$ cat config.mk
export PLATFORM = sky130hd
export DESIGN_NAME = vending_controller_multi
export DESIGN_NICKNAME = d
export VERILOG_FILES = /design/src/rtl/vending_controller_multi.sv
export SDC_FILE = /design/constraint.sdc
export NUM_CORES = 1
export LEC_CHECK = 0
export BUFFER_PORTS_ARGS = -buffer_cell sky130_fd_sc_hd__buf_2
export CAP_MARGIN = 20
export CORE_ASPECT_RATIO = 0.8
export CORE_MARGIN = 10
export CORE_UTILIZATION = 53
export DETAILED_ROUTE_END_ITERATION = 8
export GPL_ROUTABILITY_DRIVEN = 0
export GPL_TIMING_DRIVEN = 0
export PLACE_DENSITY_LB_ADDON = 0.3
export SLEW_MARGIN = 30
export SYNTH_ARGS = -nofsm -noshare
export SYNTH_HDL_FRONTEND = slang
export SYNTH_SLANG_ARGS = --single-unit
$ cat constraint.sdc
create_clock -name clk -period 3.3 [get_ports clk]
set_input_delay 0.99 -clock clk [delete_from_list [all_inputs] [get_ports clk]]
set_output_delay 0.99 -clock clk [all_outputs]
set_load 0.01 [all_outputs]
$ cat src/rtl/vending_controller_multi.sv
// Multi-product vending controller: product select, coin accumulation, vend handshake,
// greedy change dispensing with inactivity-timeout refund and coin rejection.
module vending_controller_multi #(
    parameter int PROD_W      = 2,
    parameter int CREDIT_W    = 10,
    parameter int TIMEOUT_CYC = 1000
) (
    input  logic                           clk,
    input  logic                           reset_n,
    input  logic                           enable,
    input  logic [PROD_W-1:0]              product,
    input  logic                           product_vld,
    input  logic [(2**PROD_W)*CREDIT_W-1:0] price_tbl,
    input  logic [1:0]                     coin,
    input  logic                           coin_insert,
    input  logic                           coin_return,
    output logic                           coin_reject,
    output logic                           vend_valid,
    output logic [PROD_W-1:0]              vend_product,
    input  logic                           vend_ack,
    output logic                           change_valid,
    output logic [2:0]                     change_coin,
    input  logic                           change_ack,
    output logic [CREDIT_W-1:0]            credit,
    output logic                           busy
);

    localparam int TMR_W = $clog2(TIMEOUT_CYC + 1);

    typedef enum logic [2:0] {
        S_IDLE   = 3'd0,
        S_CHOOSE = 3'd1,
        S_INSERT = 3'd2,
        S_VEND   = 3'd3,
        S_CHANGE = 3'd4
    } state_t;

    state_t              state_r;
    logic [PROD_W-1:0]   prod_r;
    logic [CREDIT_W-1:0] price_r;
    logic [CREDIT_W-1:0] refund_r;
    logic [TMR_W-1:0]    timer_r;

    logic                timeout_s;
    logic [CREDIT_W:0]   coin_sum_s;
    logic [CREDIT_W-1:0] sel_price_s;
    logic [CREDIT_W-1:0] vend_rem_s;
    logic [CREDIT_W-1:0] change_rem_s;
    logic [2:0]          refund_code_s;
    logic [2:0]          vend_code_s;
    logic [2:0]          next_code_s;

    function automatic logic [CREDIT_W:0] coin_cents(input logic [1:0] c);
        case (c)
            2'b00:   return (CREDIT_W+1)'(5);
            2'b01:   return (CREDIT_W+1)'(10);
            2'b10:   return (CREDIT_W+1)'(25);
            default: return (CREDIT_W+1)'(100);
        endcase
    endfunction

    function automatic logic [CREDIT_W-1:0] change_cents(input logic [2:0] code);
        case (code)
            3'b001:  return CREDIT_W'(5);
            3'b010:  return CREDIT_W'(10);
            3'b011:  return CREDIT_W'(25);
            3'b100:  return CREDIT_W'(100);
            default: return CREDIT_W'(0);
        endcase
    endfunction

    // Largest hopper coin not exceeding the amount; 000 means nothing more can be paid out.
    function automatic logic [2:0] greedy_code(input logic [CREDIT_W-1:0] amt);
        if (amt >= CREDIT_W'(100))     return 3'b100;
        else if (amt >= CREDIT_W'(25)) return 3'b011;
        else if (amt >= CREDIT_W'(10)) return 3'b010;
        else if (amt >= CREDIT_W'(5))  return 3'b001;
        else                           return 3'b000;
    endfunction

    assign timeout_s     = (timer_r == TMR_W'(TIMEOUT_CYC - 1));
    assign coin_sum_s    = {1'b0, credit} + coin_cents(coin);
    assign sel_price_s   = price_tbl[int'(product) * CREDIT_W +: CREDIT_W];
    assign vend_rem_s    = credit - price_r;
    assign change_rem_s  = refund_r - change_cents(change_coin);
    assign refund_code_s = greedy_code(credit);
    assign vend_code_s   = greedy_code(vend_rem_s);
    assign next_code_s   = greedy_code(change_rem_s);

    // Transaction FSM; every output is registered alongside the state.
    always_ff @(posedge clk) begin
        if (!reset_n) begin
            state_r      <= S_IDLE;
            prod_r       <= '0;
            price_r      <= '0;
            refund_r     <= '0;
            timer_r      <= '0;
            coin_reject  <= 1'b0;
            vend_valid   <= 1'b0;
            vend_product <= '0;
            change_valid <= 1'b0;
            change_coin  <= 3'b000;
            credit       <= '0;
            busy         <= 1'b0;
        end else begin
            coin_reject <= 1'b0;
            case (state_r)
                S_IDLE: begin
                    coin_reject <= coin_insert;
                    credit      <= '0;
                    if (enable) begin
                        state_r <= S_CHOOSE;
                        busy    <= 1'b1;
                        timer_r <= '0;
                    end
                end
                S_CHOOSE: begin
                    coin_reject <= coin_insert;
                    if (coin_return || timeout_s) begin
                        state_r <= S_IDLE;
                        busy    <= 1'b0;
                    end else if (product_vld && product != '0 && sel_price_s != '0) begin
                        prod_r  <= product;
                        price_r <= sel_price_s;
                        timer_r <= '0;
                        state_r <= S_INSERT;
                    end else begin
                        timer_r <= timer_r + TMR_W'(1);
                    end
                end
                S_INSERT: begin
                    if (coin_return || timeout_s) begin
                        coin_reject  <= coin_insert;
                        refund_r     <= credit;
                        change_valid <= (refund_code_s != 3'b000);
                        change_coin  <= refund_code_s;
                        state_r      <= S_CHANGE;
                    end else if (credit >= price_r) begin
                        coin_reject  <= coin_insert;
                        vend_valid   <= 1'b1;
                        vend_product <= prod_r;
                        state_r      <= S_VEND;
                    end else if (coin_insert && !coin_sum_s[CREDIT_W]) begin
                        credit  <= coin_sum_s[CREDIT_W-1:0];
                        timer_r <= '0;
                    end else begin
                        // Overflowing coins are bounced and do not count as activity.
                        coin_reject <= coin_insert;
                        timer_r     <= timer_r + TMR_W'(1);
                    end
                end
                S_VEND: begin
                    coin_reject <= coin_insert;
                    if (vend_ack) begin
                        vend_valid   <= 1'b0;
                        vend_product <= '0;
                        if (vend_rem_s == '0) begin
                            state_r <= S_IDLE;
                            busy    <= 1'b0;
                            credit  <= '0;
                        end else begin
                            refund_r     <= vend_rem_s;
                            change_valid <= (vend_code_s != 3'b000);
                            change_coin  <= vend_code_s;
                            state_r      <= S_CHANGE;
                        end
                    end
                end
                S_CHANGE: begin
                    coin_reject <= coin_insert;
                    if (!change_valid) begin
                        state_r <= S_IDLE;
                        busy    <= 1'b0;
                        credit  <= '0;
                    end else if (change_ack) begin
                        refund_r <= change_rem_s;
                        if (next_code_s != 3'b000) begin
                            change_coin <= next_code_s;
                        end else begin
                            change_valid <= 1'b0;
                            change_coin  <= 3'b000;
                            state_r      <= S_IDLE;
                            busy         <= 1'b0;
                            credit       <= '0;
                        end
                    end
                end
                default: begin
                    state_r      <= S_IDLE;
                    vend_valid   <= 1'b0;
                    vend_product <= '0;
                    change_valid <= 1'b0;
                    change_coin  <= 3'b000;
                    credit       <= '0;
                    busy         <= 1'b0;
                end
            endcase
        end
    end

endmodule

After elaboration in Yosys (flattened, before gate mapping)
Cells that the tools add are included.
{ "totals": {"reg_bits": 54, "inputBits": 52, "out_inout_bits": 19} }
{ "classes": {"add_sub_neg": 4, "multipliers": 1, "order_cmp": 13, "eq_ne": 28, "shift": 1, "n_mux": 81, "bitwise_logic": 5, "n_reduce_logical": 27} }
{ "ops": {"columns": ["operator", "count"], "rows": [
  ["$mux 10", 19],
  ["$pmux 10 s3", 2],
  ["$mux 3", 19],
  ["$pmux 10 s4", 1],
  ["$shiftx 40x7->10", 1],
  ["$ge 10x3->1 const B", 3],
  ["$ge 10x4->1 const B", 3],
  ["$ge 10x5->1 const B", 3],
  ["$ge 10x7->1 const B", 3],
  ["$pmux 7 s4", 1],
  ["$ne 2x2->1 const B", 13],
  ["$mux 1", 22],
  ["$pmux 7 s3", 1],
  ["$sub 10x10->10", 2],
  ["$mux 2", 9],
  ["$reduce_and 6->1", 3],
  ["$pmux 3 s5", 1],
  ["$reduce_bool 3->1", 5],
  ["$eq 3x2->1 const B", 4],
  ["$ne 3x3->1 const B", 4],
  ["$pmux 3 s4", 1],
  ["$add 10x11->11", 1],
  ["$add 10x1->10 const B", 1],
  ["$eq 10x10->1 const B", 1],
  ["28 further kinds", 37]
]} }

Depth between registers and ports, before layout
Gate-level depths: netlist of the first run.
{ "depth": {"depth_word": 13, "depth_mapped": 15} }

Worst setup path before layout of the first run
OpenSTA, ideal clock, no wires.
{ "synth_timing": {"path_type": "register -> register", "start": "register change_coin[2]", "end": "register credit[7]", "t_arrival_ns": 3.466, "path_slack_ns": -0.281, "path_stages_with_launch": 13, "cell_sequence": "dfxtp_1 > nand2b_1 > or2_2 > ha_1 > nor2b_1 > o31a_4 > o41ai_4 > o22ai_1 > or4_1 > o311a_1 > or3_1 > buf_6 > a31o_1"} }
{ "synth_via": {"elab_chain_len": 11, "word_cells_on_any_way": 17, "cone_classes": "1 x add/sub; 4 x order compare; 5 x eq/ne; 5 x mux; 2 x reduce/logical"} }
{ "synth_lines": {"columns": ["element", "line", "text"], "rows": [
  ["from (decl)", "22", "output logic [2:0] change_coin,"],
  ["from (signal assigned)", "136", "change_coin <= refund_code_s;"],
  ["from (signal assigned)", "164", "change_coin <= vend_code_s;"],
  ["from (signal assigned)", "178", "change_coin <= next_code_s;"],
  ["$eq 3x3->1 (tied with other cells)", "63", "case (code)"],
  ["$pmux 7 s4 (*)", "63", null],
  ["$sub 10x10->10 (*)", "85", "assign change_rem_s = refund_r - change_cents(change_coin);"],
  ["$ge 10x3->1", "77", "else if (amt >= CREDIT_W'(5)) return 3'b001;"],
  ["$mux 1", "77", null],
  ["$mux 2", "76", "else if (amt >= CREDIT_W'(10)) return 3'b010;"],
  ["$mux 2", "75", "else if (amt >= CREDIT_W'(25)) return 3'b011;"],
  ["$mux 3 (*)", "74", "if (amt >= CREDIT_W'(100)) return 3'b100;"],
  ["$reduce_bool 3->1 (*)", "177", "if (next_code_s != 3'b000) begin"],
  ["$ne 3x3->1 (no source line) (*)", null, null],
  ["$reduce_and 8->1 (no source line) (*)", null, null],
  ["to (signal assigned)", "144", "credit <= coin_sum_s[CREDIT_W-1:0];"],
  ["to (decl)", "24", "output logic [CREDIT_W-1:0] credit,"]
]} }
Mark *: on every way between the ends. The rest lies on a longest branch, timed or not.
A chain may end at the register's enable or synchronous reset.

Final worst setup path of the first run
{ "layout_timing": {"start": "register change_coin[2]", "end": "register credit[9]"} }
Same word-level chain as after synthesis.

==> flow_summary.yaml, run 1 <==
global_route:
  grt_max_degree: 19
  grt_overflow: 0
  antenna_found_initial: 0
  grt_pass1_vias: 5010
  track_usage_pct: 20.9
  grt_pass1_wl_um: 23900
critical_path:
  start_kind: "flop"
  critPathCaptureType: "flop"
  cp.arrival_ns: 3.66
  cp.required_ns: 3.52
  crit_fanout: 10
  worstSetupPathType: "reg -> reg"
sta:
  finalHoldViolations: 0
  slew_violations: 0
  finalCritPeriodShare_pct: 104
  finalSetupViolCount: 11
  finClkSkew_ns: 0.0161
  rsz0062_at_grt: "true"
  tightest_slew_ns: 0.815
  fin_crit_ns: 3.44
  slew-limit-headroom_pct: 45.5
  max_freq_mhz: 291
  setup_ws_ns: -0.138
synth:
  synth_area_leaders: "dfxtp_1, ha_1, mux4_2, nand2_1, nor2_1"
  yosysMostFrequentCell: "nand2_1"
  synth_commonest_cells: "nand2_1, nor2_1, dfxtp_1"
  synth_warnings: 0
  synthCells: 597
  yosysTopAreaCellShare_pct: 23.0
  ys_ff_latch: 54
  synth-seq-area-share_pct: 23.0
  syn-num-nets: 680
  synth_ff_type: "dfxtp_1"
  synth_cell_type_count: 67
  netlist.top_cell.by_area: "dfxtp_1"
  synthArstFlopShare_pct: 0
  synth_edf_count: 0
  syn_avg_cell_area_um2: 7.87
  syn_area_um2: 4700
route:
  initialDrtViolationCount: 405
  antenna_left: 0
  wl_per_cell_um: 18.5
  drtPass1Iterations: 5
  drcViolationCount: 0
  via_per_inst: 6.50
  vias: 5216
  routed_wl_um: 14800
clock_network:
  tritoncts: "done"
  cts-root-buf: "clkbuf_8"
  numCtsBuffers: 5
  htree_levels: 2
  clk_path_buf_depth: 2
  clock_sinks: 54
  holdBufCountCts: 0
  clk_latency_ns: 0.33
  clk_pin_slew_worst_paths_ns: 0.10
floorplanning:
  dieArea_um2: 13100
  die_width_um: 125
  core-area_um2: 8560
  die_y_um: 104
  io_pins: 71
  initial_core_util_pct: 54.9
  num_rows: 30
outcome:
  status: "finished with violations"
  violations: "negative setup slack"
layout:
  diodes: 0
  nFillCells: 693
  drive_gt1_share_pct: 24.3
  fin_area_um2: 5740
  areaGrowthSynthToFinish_pct: 22.2
  fin_nets: 773
placement:
  place_area_um2: 5230
  portBuffers: 69
  dpl.hpwl_um: 11000
pwr:
  p_per_area_nw_per_um2: 807
  leakage_nw: 2.31
  power_mw: 4.63
  ir_worst_vdd_mv: 0.703
job:
  cap_violations: 0
worst_hold_path:
  hold_class: "reg -> reg"
==> final cells by class <==
class                           count  area (um2)  share of cell area (%)
Multi-Input combinational cell    486        3670                    64.0
Sequential cell                    54        1100                    19.1
Timing Repair Buffer               89         495                    8.63
Tap cell                          112         140                    2.44
Buffer                             27         115                    2.01
Inverter                           27         101                    1.77
Clock buffer                        5        68.8                    1.20
Clock inverter                      3        48.8                   0.850
==> layer usage <==
layer  wire [um]  GRT usage [%]
met4         310           4.60
met1        6330           26.9
met2        6670           33.8
met5           0              0
met3        1510           6.01
==> timing repair <==
item | in CTS | in global routing
resized for setup | 24 | 27
pin swaps | 11 | 6
buffers inserted | 13 | 7
endpoints found under the setup margin | 37 | 37
==> metrics by stage <==
step	cells	setup TNS (ns)	util (%)	setup slack, ns	hold slack (ns)
global route	803	-2.52	67.1	-0.207	0.485
CTS	796	-0.463	64.8	-0.0801	0.465
global placement	778	-14.63	61.2	-0.537	0.446
finish	803	-1.12	67.1	-0.138	0.463
floorplan	597	-1.29	-	-0.148	0.436
detailed placement	778	-17.45	61.2	-0.611	0.451
==> cell usage in the layout, fill, tap and decap left out, types with 11 or more instances in the layout <==
| cell | netlist | layout |
|---|---|---|
| o21ai_0 | 33 | 32 |
| dfxtp_1 | 54 | 46 |
| a21oi_1 | 33 | 30 |
| or3_1 | 13 | 13 |
| nor2_1 | 57 | 54 |
| ha_1 | 28 | 22 |
| nor2b_1 | 13 | 11 |
| buf_2 | 1 | 70 |
| o311a_1 | 14 | 13 |
| nand3_1 | 25 | 25 |
| xnor2_1 | 13 | 12 |
| nor3_1 | 15 | 13 |
| nand2_1 | 59 | 59 |
| inv_1 | 27 | 27 |
| o21a_1 | 13 | 13 |
| clkbuf_1 | 26 | 22 |
| buf_4 | 1 | 21 |
==> flip-flops by register name, indices dropped and copies added, names as in the netlist <==
register / cells
busy: 1
change_coin: 3
change_valid: 1
coin_reject: 1
credit: 10
price_r: 10
prod_r: 2
refund_r: 10
state_r: 3
timer_r: 10
vend_product: 2
vend_valid: 1
==> critical path, stage by stage, from the launching register on <==
cell and delay (ns):
dfxtp_4 0.38, nor2b_1 0.24, nand2b_1 0.20, ha_2 0.37, or3_1 0.33, o32ai_1 0.21
o22ai_2 0.15, or4_4 0.44, o311a_4 0.36, or3_1 0.33, buf_6 0.16, a31o_1 0.17
==> power breakdown <==
group,internal [mW],total (mW),leakage (nW),switching (mW)
Sequential,0.754,0.859,0.442,0.105
Clock,0.232,0.486,0.0563,0.255
Combinational,1.43,3.28,1.81,1.85
==> worst paths after layout <==
check	from	endpoint	slack, ns	depth (start not counted)
max	change_coin[2]$_SDFFE_PN0P_	credit[9]$_SDFFE_PN0P_	-0.14	11
min	price_r[2]$_SDFFE_PN0P_	price_r[2]$_SDFFE_PN0P_	0.46	2
max reg2reg	change_coin[2]$_SDFFE_PN0P_	credit[9]$_SDFFE_PN0P_	-0.14	11
min reg2reg	price_r[2]$_SDFFE_PN0P_	price_r[2]$_SDFFE_PN0P_	0.46	2
==> cells by family (layout without fill, tap and decap cells) <==
group                      Yosys count  after routing  synth area share (%)
xor gates and xnor gates            22             22                  4.10
DFF                                 54             54                  23.0
muxes                               18             18                  6.50
AOI/OAI and AO/OA                  188            188                  29.1
buffers and inverters               57            151                  4.82
and+or+nand+nor                    227            227                  23.7
adders and majority gates           31             31                  8.74
No activity file was read; power rests on OpenSTA's default activity.
==> run 2: changes to the inputs <==
Settings changed: PLACE_DENSITY set to 0.81, PLACE_DENSITY_LB_ADDON 0.3 to unset.
==> run 2 against run 1 <==
The run still ends with negative setup slack left. Global-route usage is essentially flat. Sequential power is essentially flat. Critical path depth grew 1. Clock-buffer cell count is the same. Sequential share of layout area grew 0.085 points. Register-to-register slack gained 0.02 ns. Worst hold slack gained 0.00074 ns. Die area is the same.
==> flow_summary.yaml, run 2 (synthesized netlist as in run 1, its figures left out) <==
clock_network:
  tritoncts: "done"
  clk_path_buf_depth: 2
  clk_pin_slew_worst_paths_ns: 0.10
  cts-root-buf: "clkbuf_8"
  clock_sinks: 54
  htree_levels: 2
  holdBufCountCts: 0
  numCtsBuffers: 5
  clk_latency_ns: 0.32
global_route:
  grt_overflow: 0
  antenna_found_initial: 0
  track_usage_pct: 20.9
  grt_max_degree: 19
  grt_pass1_wl_um: 24200
  grt_pass1_vias: 5143
sta:
  rsz0062_at_grt: "true"
  tightest_slew_ns: 0.780
  finalSetupViolCount: 11
  slew-limit-headroom_pct: 47.8
  finalCritPeriodShare_pct: 103
  max_freq_mhz: 293
  finalHoldViolations: 0
  fin_crit_ns: 3.42
  slew_violations: 0
  finClkSkew_ns: 0.0115
  setup_ws_ns: -0.115
  fin_tns_setup_ns: -0.821
layout:
  final_common_cell: "buf_2"
  ff_latch_area_um2: 1090
  layout_common_cells: "buf_2, nand2_1, nor2_1"
  drive_gt1_share_pct: 24.6
  nFillCells: 695
  diodes: 0
  areaGrowthSynthToFinish_pct: 21.3
  fin_nets: 769
  postLayoutCoreUtil_pct: 66.5
  instances_no_fill: 799
  multiInputGateArea_um2: 3650
route:
  drcViolationCount: 0
  wl_met3_um: 1530
  drtPass1Iterations: 7
  wl_per_cell_um: 18.6
  vias: 5184
  initialDrtViolationCount: 431
  m1WireLength_um: 6160
  wl_met2_um: 6840
  routed_wl_um: 14800
  top_layer: "met4"
  antenna_left: 0
  via_per_inst: 6.49
placement:
  portBuffers: 69
  pre_cts_slack_ns: -0.637
  dpl.hpwl_um: 11000
  placedCellCount: 778
floorplanning:
  dieArea_um2: 13100
  die_y_um: 104
  initial_core_util_pct: 54.9
  num_rows: 30
  die_width_um: 125
  core-area_um2: 8560
  io_pins: 71
outcome:
  status: "finished with violations"
  violations: "negative setup slack"
worst_hold_path:
  hold_class: "reg -> reg"
  holdPathStages: 2
pwr:
  combPwrFrac_pct: 71.3
  pwr-share-seq_pct: 18.5
  switchingPower_mw: 2.24
  ir_worst_vdd_mv: 0.679
  p_int_mw: 2.41
  leakage_nw: 2.30
  pwr-share-clk_pct: 10.3
  p_per_area_nw_per_um2: 816
  power_mw: 4.65
  switching_share_pct: 48.2
critical_path:
  worstSetupPathType: "reg -> reg"
  r2r_cells: 12
  cp_cell_sequence: "nand2b_4 -> or2_4 -> ha_4 -> nor2b_4 -> o31a_4 -> o31a_1 -> o32a_1 -> o32a_1 -> o311a_4 -> or3_4 -> buf_6 -> a31o_1"
  slowest_delay_ns: 0.41
  start_kind: "flop"
  cp.arrival_ns: 3.64
  crit_fanout: 6
  slowest_stage: "o311a_4"
  cp.required_ns: 3.52
  path_common_cell: "o32a_1"
  critPathCaptureType: "flop"
job:
  cap_violations: 0
==> run 2: cell count changes in the layout (fill, tap and decap cells not counted), sizes merged <==
cell	before	now
buf	93	92
clkbuf	28	25
inv	28	29
clkinvlp	1	0
==> run 2: routing by layer <==
metal  vias up  GRT usage (%)
met3        46           6.32
met4         0           4.52
met2       294           34.6
li1       2423              -
met1      2421           26.1
met5         -              0
==> run 2: critical path, delay by kind of cell, from the launching register on <==
| family | cells | cell delay [ns] |
|---|---|---|
| compound gates | 6 | 1.70 |
| simple gates | 4 | 0.89 |
| flops | 1 | 0.37 |
| fa+ha+maj | 1 | 0.21 |
| buf+inv | 1 | 0.15 |
==> run 2: timing repair <==
item | in CTS | in global routing
hold endpoints to repair | 0 | 0
setup buffers | 9 | 8
gates resized for setup | 26 | 25
cloned | 1 | 0
pin swaps | 8 | 8
endpoints found under the setup margin | 37 | 40
==> run 2: worst paths after layout <==
kind	start	endpoint	slack, ns
worst min-delay path	prod_r[0]$_SDFFE_PN0P_	prod_r[0]$_SDFFE_PN0P_	0.46
worst max-delay path	change_coin[2]$_SDFFE_PN0P_	credit[7]$_SDFFE_PN0P_	-0.12
worst max register to register	change_coin[2]$_SDFFE_PN0P_	credit[7]$_SDFFE_PN0P_	-0.12
worst min register to register	prod_r[0]$_SDFFE_PN0P_	prod_r[0]$_SDFFE_PN0P_	0.46
==> run 2: cell type report <==
cell class              instances  share of cell area, %
inverters                      27                   1.78
flip-flops and latches         54                   19.2
multi-input cells             486                   64.1
well taps                     112                   2.46
repair buffers                 87                   8.50
clock buffers                   5                   1.21
clock inverters                 3                  0.835
plain buffers                  25                   1.91
==> run 2: per-stage QoR <==
| step | instance area (um2) | hold slack (ns) |
|---|---|---|
| after CTS | 5540 | 0.464 |
| after global routing | 5700 | 0.491 |
| final | 5700 | 0.464 |
| after global placement | 5230 | 0.446 |
| after detailed placement | 5230 | 0.450 |
| after floorplan | 4750 | 0.436 |
==> run 2: power by group through the flow <==
stage,registers (mW),clock network (mW),logic [mW]
detailed placement,0.859,0,2.65
global placement,0.854,0,2.55
global route,0.870,0.506,3.54
finish,0.859,0.477,3.31
CTS,0.846,0.475,2.98
floorplan,0.844,0,2.07
